$ cat config.mk
export PLATFORM = sky130hd
export DESIGN_NAME = rst_release_sequencer
export DESIGN_NICKNAME = d
export VERILOG_FILES = /design/src/rtl/rst_release_sequencer.sv
export SDC_FILE = /design/constraint.sdc
export NUM_CORES = 1
export LEC_CHECK = 0
export BUFFER_PORTS_ARGS = -buffer_cell sky130_fd_sc_hd__buf_2
export CAP_MARGIN = 10
export CORE_MARGIN = 2
export CORE_UTILIZATION = 59
export DETAILED_ROUTE_END_ITERATION = 8
export PLACE_DENSITY_LB_ADDON = 0.12
export REMOVE_ABC_BUFFERS = 1
export SLEW_MARGIN = 40
export SYNTH_ARGS = -nofsm -noshare
export SYNTH_HDL_FRONTEND = slang
export SYNTH_SLANG_ARGS = --single-unit
$ cat constraint.sdc
create_clock -name clk -period 6.1 [get_ports clk]
set_input_delay 0.305 -clock clk [delete_from_list [all_inputs] [get_ports clk]]
set_output_delay 0.305 -clock clk [all_outputs]
set_load 0.01 [all_outputs]
$ cat src/rtl/rst_release_sequencer.sv
// Staged reset-release sequencer: waits for filtered PLL lock and external reset
// release, then frees per-domain resets one stage at a time; any abort re-asserts all.
module rst_release_sequencer #(
  parameter int NUM_STAGES  = 5,
  parameter int NUM_PLLS    = 2,
  parameter int CNT_W       = 16,
  parameter int STAGE_DELAY = 1000,
  parameter int LOCK_FILTER = 32,
  parameter int SW_RST_HOLD = 256
) (
  input  logic                  clk,
  input  logic                  rst_n,
  input  logic                  ext_rst_n,
  input  logic [NUM_PLLS-1:0]   pll_locked,
  input  logic                  sw_rst_req,
  output logic [NUM_STAGES-1:0] stage_rst_n,
  output logic                  seq_done,
  output logic [1:0]            seq_state,
  output logic [7:0]            lock_loss_cnt
);

  localparam int FILT_W = $clog2(LOCK_FILTER + 1);
  localparam int IDX_W  = (NUM_STAGES > 1) ? $clog2(NUM_STAGES) : 1;

  localparam logic [FILT_W-1:0] FILT_MAX   = FILT_W'(LOCK_FILTER);
  localparam logic [CNT_W-1:0]  STAGE_LAST = CNT_W'(STAGE_DELAY - 1);
  localparam logic [CNT_W-1:0]  SW_LAST    = CNT_W'(SW_RST_HOLD - 1);
  localparam logic [IDX_W-1:0]  IDX_LAST   = IDX_W'(NUM_STAGES - 1);

  typedef enum logic [1:0] {
    S_HOLD    = 2'd0,
    S_RELEASE = 2'd1,
    S_RUN     = 2'd2,
    S_SW_HOLD = 2'd3
  } state_t;

  logic                  pll_all;
  logic                  all_ok;
  logic                  lock_ok;
  logic                  abort_lock;
  logic                  abort_sw;

  state_t                state_q, state_d;
  logic [FILT_W-1:0]     filt_q, filt_d;
  logic [CNT_W-1:0]      timer_q, timer_d;
  logic [IDX_W-1:0]      idx_q, idx_d;
  logic [NUM_STAGES-1:0] stage_q, stage_d;
  logic                  done_q, done_d;
  logic [7:0]            loss_q, loss_d;

  assign pll_all = &pll_locked;
  assign all_ok  = pll_all && ext_rst_n;
  assign lock_ok = (filt_q == FILT_MAX);

  // Lock/reset qualification: any drop restarts the count from zero.
  always_comb begin
    filt_d = filt_q;
    if (!all_ok) begin
      filt_d = '0;
    end else if (filt_q != FILT_MAX) begin
      filt_d = filt_q + FILT_W'(1);
    end
  end

  // Lock loss outranks a software request arriving in the same cycle.
  assign abort_lock = (state_q != S_HOLD) && !all_ok;
  assign abort_sw   = sw_rst_req && ((state_q == S_RELEASE) || (state_q == S_RUN));

  always_comb begin
    state_d = state_q;
    timer_d = timer_q;
    idx_d   = idx_q;
    stage_d = stage_q;
    done_d  = done_q;
    loss_d  = loss_q;

    if (abort_lock) begin
      state_d = S_HOLD;
      timer_d = '0;
      idx_d   = '0;
      stage_d = '0;
      done_d  = 1'b0;
      if (!pll_all && (loss_q != 8'hFF)) begin
        loss_d = loss_q + 8'd1;
      end
    end else if (abort_sw) begin
      state_d = S_SW_HOLD;
      timer_d = '0;
      idx_d   = '0;
      stage_d = '0;
      done_d  = 1'b0;
    end else begin
      case (state_q)
        S_HOLD: begin
          timer_d = '0;
          idx_d   = '0;
          stage_d = '0;
          done_d  = 1'b0;
          if (lock_ok) begin
            state_d = S_RELEASE;
          end
        end
        S_RELEASE: begin
          if (timer_q == STAGE_LAST) begin
            timer_d = '0;
            for (int i = 0; i < NUM_STAGES; i++) begin
              if (idx_q == IDX_W'(i)) begin
                stage_d[i] = 1'b1;
              end
            end
            if (idx_q == IDX_LAST) begin
              state_d = S_RUN;
              done_d  = 1'b1;
              idx_d   = '0;
            end else begin
              idx_d = idx_q + IDX_W'(1);
            end
          end else begin
            timer_d = timer_q + CNT_W'(1);
          end
        end
        S_RUN: begin
          stage_d = '1;
          done_d  = 1'b1;
        end
        S_SW_HOLD: begin
          stage_d = '0;
          done_d  = 1'b0;
          if (timer_q == SW_LAST) begin
            state_d = S_HOLD;
            timer_d = '0;
          end else begin
            timer_d = timer_q + CNT_W'(1);
          end
        end
        default: begin
          state_d = S_HOLD;
          timer_d = '0;
          idx_d   = '0;
          stage_d = '0;
          done_d  = 1'b0;
        end
      endcase
    end
  end

  always_ff @(posedge clk or negedge rst_n) begin
    if (!rst_n) begin
      state_q <= S_HOLD;
      filt_q  <= '0;
      timer_q <= '0;
      idx_q   <= '0;
      stage_q <= '0;
      done_q  <= 1'b0;
      loss_q  <= 8'd0;
    end else begin
      state_q <= state_d;
      filt_q  <= filt_d;
      timer_q <= timer_d;
      idx_q   <= idx_d;
      stage_q <= stage_d;
      done_q  <= done_d;
      loss_q  <= loss_d;
    end
  end

  assign stage_rst_n   = stage_q;
  assign seq_done      = done_q;
  assign seq_state     = state_q;
  assign lock_loss_cnt = loss_q;

endmodule

==> impl_metrics.env <==
export IMPL_run_status="completed"
export IMPL_r2r_worst_path_cells=5
export IMPL_dr_wl_met3_um=207
export IMPL_drt_iter0_drc=84
export IMPL_first_global_vias=1728
export IMPL_netlist_area_um2=2190
export IMPL_multi_input_area_um2=1137
export IMPL_synth_sequential_area_ratio=0.4571
export IMPL_yosysUniqueCellTypes=45
export IMPL_port_buffers=21
export IMPL_synth_warning_count=0
export IMPL_drt_wirelength_per_cell_um=14.94
export IMPL_hold_path_class="in2reg"
export IMPL_synthArstFlopShare=1.000
export IMPL_post_synth_edffs=0
export IMPL_cts_path_max_buffers=2
export IMPL_tns_ns=0
export IMPL_area_delta_synth_final_pct=11.03
export IMPL_syn_mean_instance_area_um2=10.28
export IMPL_die_width_um=64.92
export IMPL_post_cts_resize_count=0
export IMPL_critical_path_class="reg2reg"
export IMPL_synth_largest_area_cell="dfrtp_1"
export IMPL_cts_root_buf="clkbuf_8"
export IMPL_top_layer="met4"
export IMPL_clkLatencyLatePin_ns=0.28
export IMPL_postCtsSetupRepairBufs=0
export IMPL_cts_reportedPaths_clkPinSlew_ns=0.07
export IMPL_cts_inserted_buffers=5
export IMPL_routed_via_count=1668
export IMPL_area_fraction_of_the_dominant_cell_type_after_synthesis=0.4571
export IMPL_layout_setup_ws_ns=3.568
export IMPL_internal_power_w=0.0005071
export IMPL_drive_above_1_share=0.1583
export IMPL_layout_nets=259
export IMPL_timing_final_hold_violations=0
export IMPL_first_pass_iters=4
export IMPL_routed_met2_length_um=2179
export IMPL_postSynthRegisterBits=40
export IMPL_final_setup_skew_ns=0.002208
export IMPL_grt_start_max_net_pins=41
export IMPL_final_core_util=0.6742
export IMPL_grt_first_pass_wirelength_um=7893
export IMPL_worst_ep_arrival_ns=2.67
export IMPL_share_of_power_burned_in_the_clock_network=0.202
export IMPL_ir_worst_vdd_mv=0.2957
export IMPL_netlist_top_cells_area="dfrtp_1, ha_1, xnor2_1"
export IMPL_power_per_standard_cell_area_nw_per_um2=332.0
export IMPL_drcViolationCount=0
export IMPL_net_switching_power_w=0.0003000
export IMPL_timing_final_crit_period_ns=2.532
export IMPL_tritoncts="done"
export IMPL_synth_most_common_cell="dfrtp_1"
export IMPL_p_comb_frac=0.364
export IMPL_timing_final_max_slew_violations=0
export IMPL_gp_routability_congestion=0.8582
export IMPL_floorplan_die_area_um2=4215
export IMPL_fmax_ghz=0.3949
export IMPL_placementRows=22
export IMPL_layout_worst_path_cycle_share=0.4151
export IMPL_critPathLaunchType="register"
export IMPL_route_layer_met1_wl_um=1897
export IMPL_grt_setup_unrepaired="false"
export IMPL_post_synthesis_instance_total=213
export IMPL_slew_headroom=0.4690
export IMPL_critical_path_endpoint_type="register"
export IMPL_fill_cells=279
export IMPL_effective_utilization_at_floorplan=0.6072
export IMPL_synth_common_cells="dfrtp_1, nor2_1, nand2_1"
export IMPL_grt_remaining_overflow=0
export IMPL_required_time_of_the_worst_setup_path_ns=6.24
export IMPL_dieHeight_um=64.92
export IMPL_setup_viol=0
export IMPL_viasPerCell=5.792
export IMPL_drv_cap=0
export IMPL_clock_sink_count=40
export IMPL_hold_depth=3
export IMPL_worstMarginPinSlew_ns=0.7917
export IMPL_drt_total_wl_um=4303
export IMPL_critPathMaxFanout=11
export IMPL_count_of_h_tree_levels_built_during_cts=2
export IMPL_p_leak_nw=1.111
export IMPL_antenna_found_initial=0
export IMPL_dp_final_hpwl_um=3133
export IMPL_detailedPlace_worstSlack_ns=3.487
export IMPL_antenna_left=0
export IMPL_io_pins=22
export IMPL_switch_share=0.3717
export IMPL_register_area_um2=1001
export IMPL_grt_total_usage=0.2439
export IMPL_core_um2=3606
export IMPL_antenna_cells_inserted=0
export IMPL_synth_top_flop_cell="dfrtp_1"
export IMPL_power_frac_seq=0.433
[path summary, 6_finish.rpt]
check                                       from               end  slack, ns
worst min-delay path                  sw_rst_req      seq_state[1]       0.43
max in group asynchronous                  rst_n       timer_q[15]       5.22
worst max register to register       timer_q[12]       timer_q[10]       3.57
worst min register to register  lock_loss_cnt[7]  lock_loss_cnt[7]       0.49
min in group asynchronous                  rst_n         filt_q[1]       0.54
worst max-delay path                 timer_q[12]       timer_q[10]       3.57
[metal layers]
metal	up-vias	global-route usage
li1	810	-
met1	814	0.3081
met2	42	0.4162
met3	2	0.05903
met4	0	0.06915
met5	-	0
[through the flow]
step | cell area, µm² | power [W] | instances | hold slack [ns]
after floorplan | 2175 | 0.0005477 | 211 | 0.009409
after global placement | 2340 | 0.0006299 | 280 | 0.4543
after detailed placement | 2342 | 0.0006449 | 280 | 0.3096
after CTS | 2430 | 0.0008107 | 288 | 0.4319
after global routing | 2431 | 0.0008641 | 288 | 0.4428
final | 2431 | 0.0008071 | 288 | 0.4298
[cells by family (layout without fill, tap and decap cells)]
group / after synthesis / after routing / synth area share
simple gates: 83 / 83 / 0.1989
flops: 40 / 40 / 0.4571
compound gates: 32 / 32 / 0.1034
xor+xnor: 22 / 22 / 0.08800
fa+ha+maj: 13 / 13 / 0.07429
buf+inv: 12 / 39 / 0.02400
mux: 11 / 11 / 0.05428
[flip-flops by register name, summed over array words and instances (netlist names)]
| name | count |
|---|---|
| seq_state | 2 |
| filt_q | 6 |
| stage_rst_n | 5 |
| lock_loss_cnt | 8 |
| timer_q | 16 |
| idx_q | 3 |
[area by class of cell]
class	instances	area share
clock buffer	6	0.02985
clock inverter	1	0.002059
inverter	10	0.01544
multi-input combinational	161	0.4678
sequential	40	0.4117
tap	48	0.02470
timing repair buffer	22	0.04838
[timing repair]
| action | in CTS | in global routing |
|---|---|---|
| endpoints found under the hold margin | 7 | 0 |
| endpoints found under the setup margin | 0 | 0 |
| hold buffers | 1 | 0 |
[power groups by stage]
stage / Sequential (W) / Combinational (W) / Clock [W]
3_5_place_dp: 0.000355 / 0.000290 / 0
3_3_place_gp: 0.000350 / 0.000280 / 0
4_1_cts: 0.000350 / 0.000294 / 0.000167
6_report: 0.000350 / 0.000294 / 0.000163
5_1_grt: 0.000357 / 0.000327 / 0.000180
2_1_floorplan: 0.000369 / 0.000179 / 0
[critical path, cell delays in order, from the launching register on]
cell and delay [ns]:
dfrtp_1 0.40, or4_4 0.57, nor4_4 0.46, o22ai_1 0.23
nor2_1 0.61, nor2_1 0.12
[cells in the final DEF (no fill, tap or decap), drive strengths merged, types with 4 or more instances in the layout]
master and count:
dfrtp 40, and3 4, nand2 19, ha 13, inv 10, clkbuf 6
xor2 9, nor2 24, nand3 12, mux2i 4, xnor2 13, nand4 7
buf 21, a21oi 11, mux2 7
No activity file was read; power rests on OpenSTA's default activity.
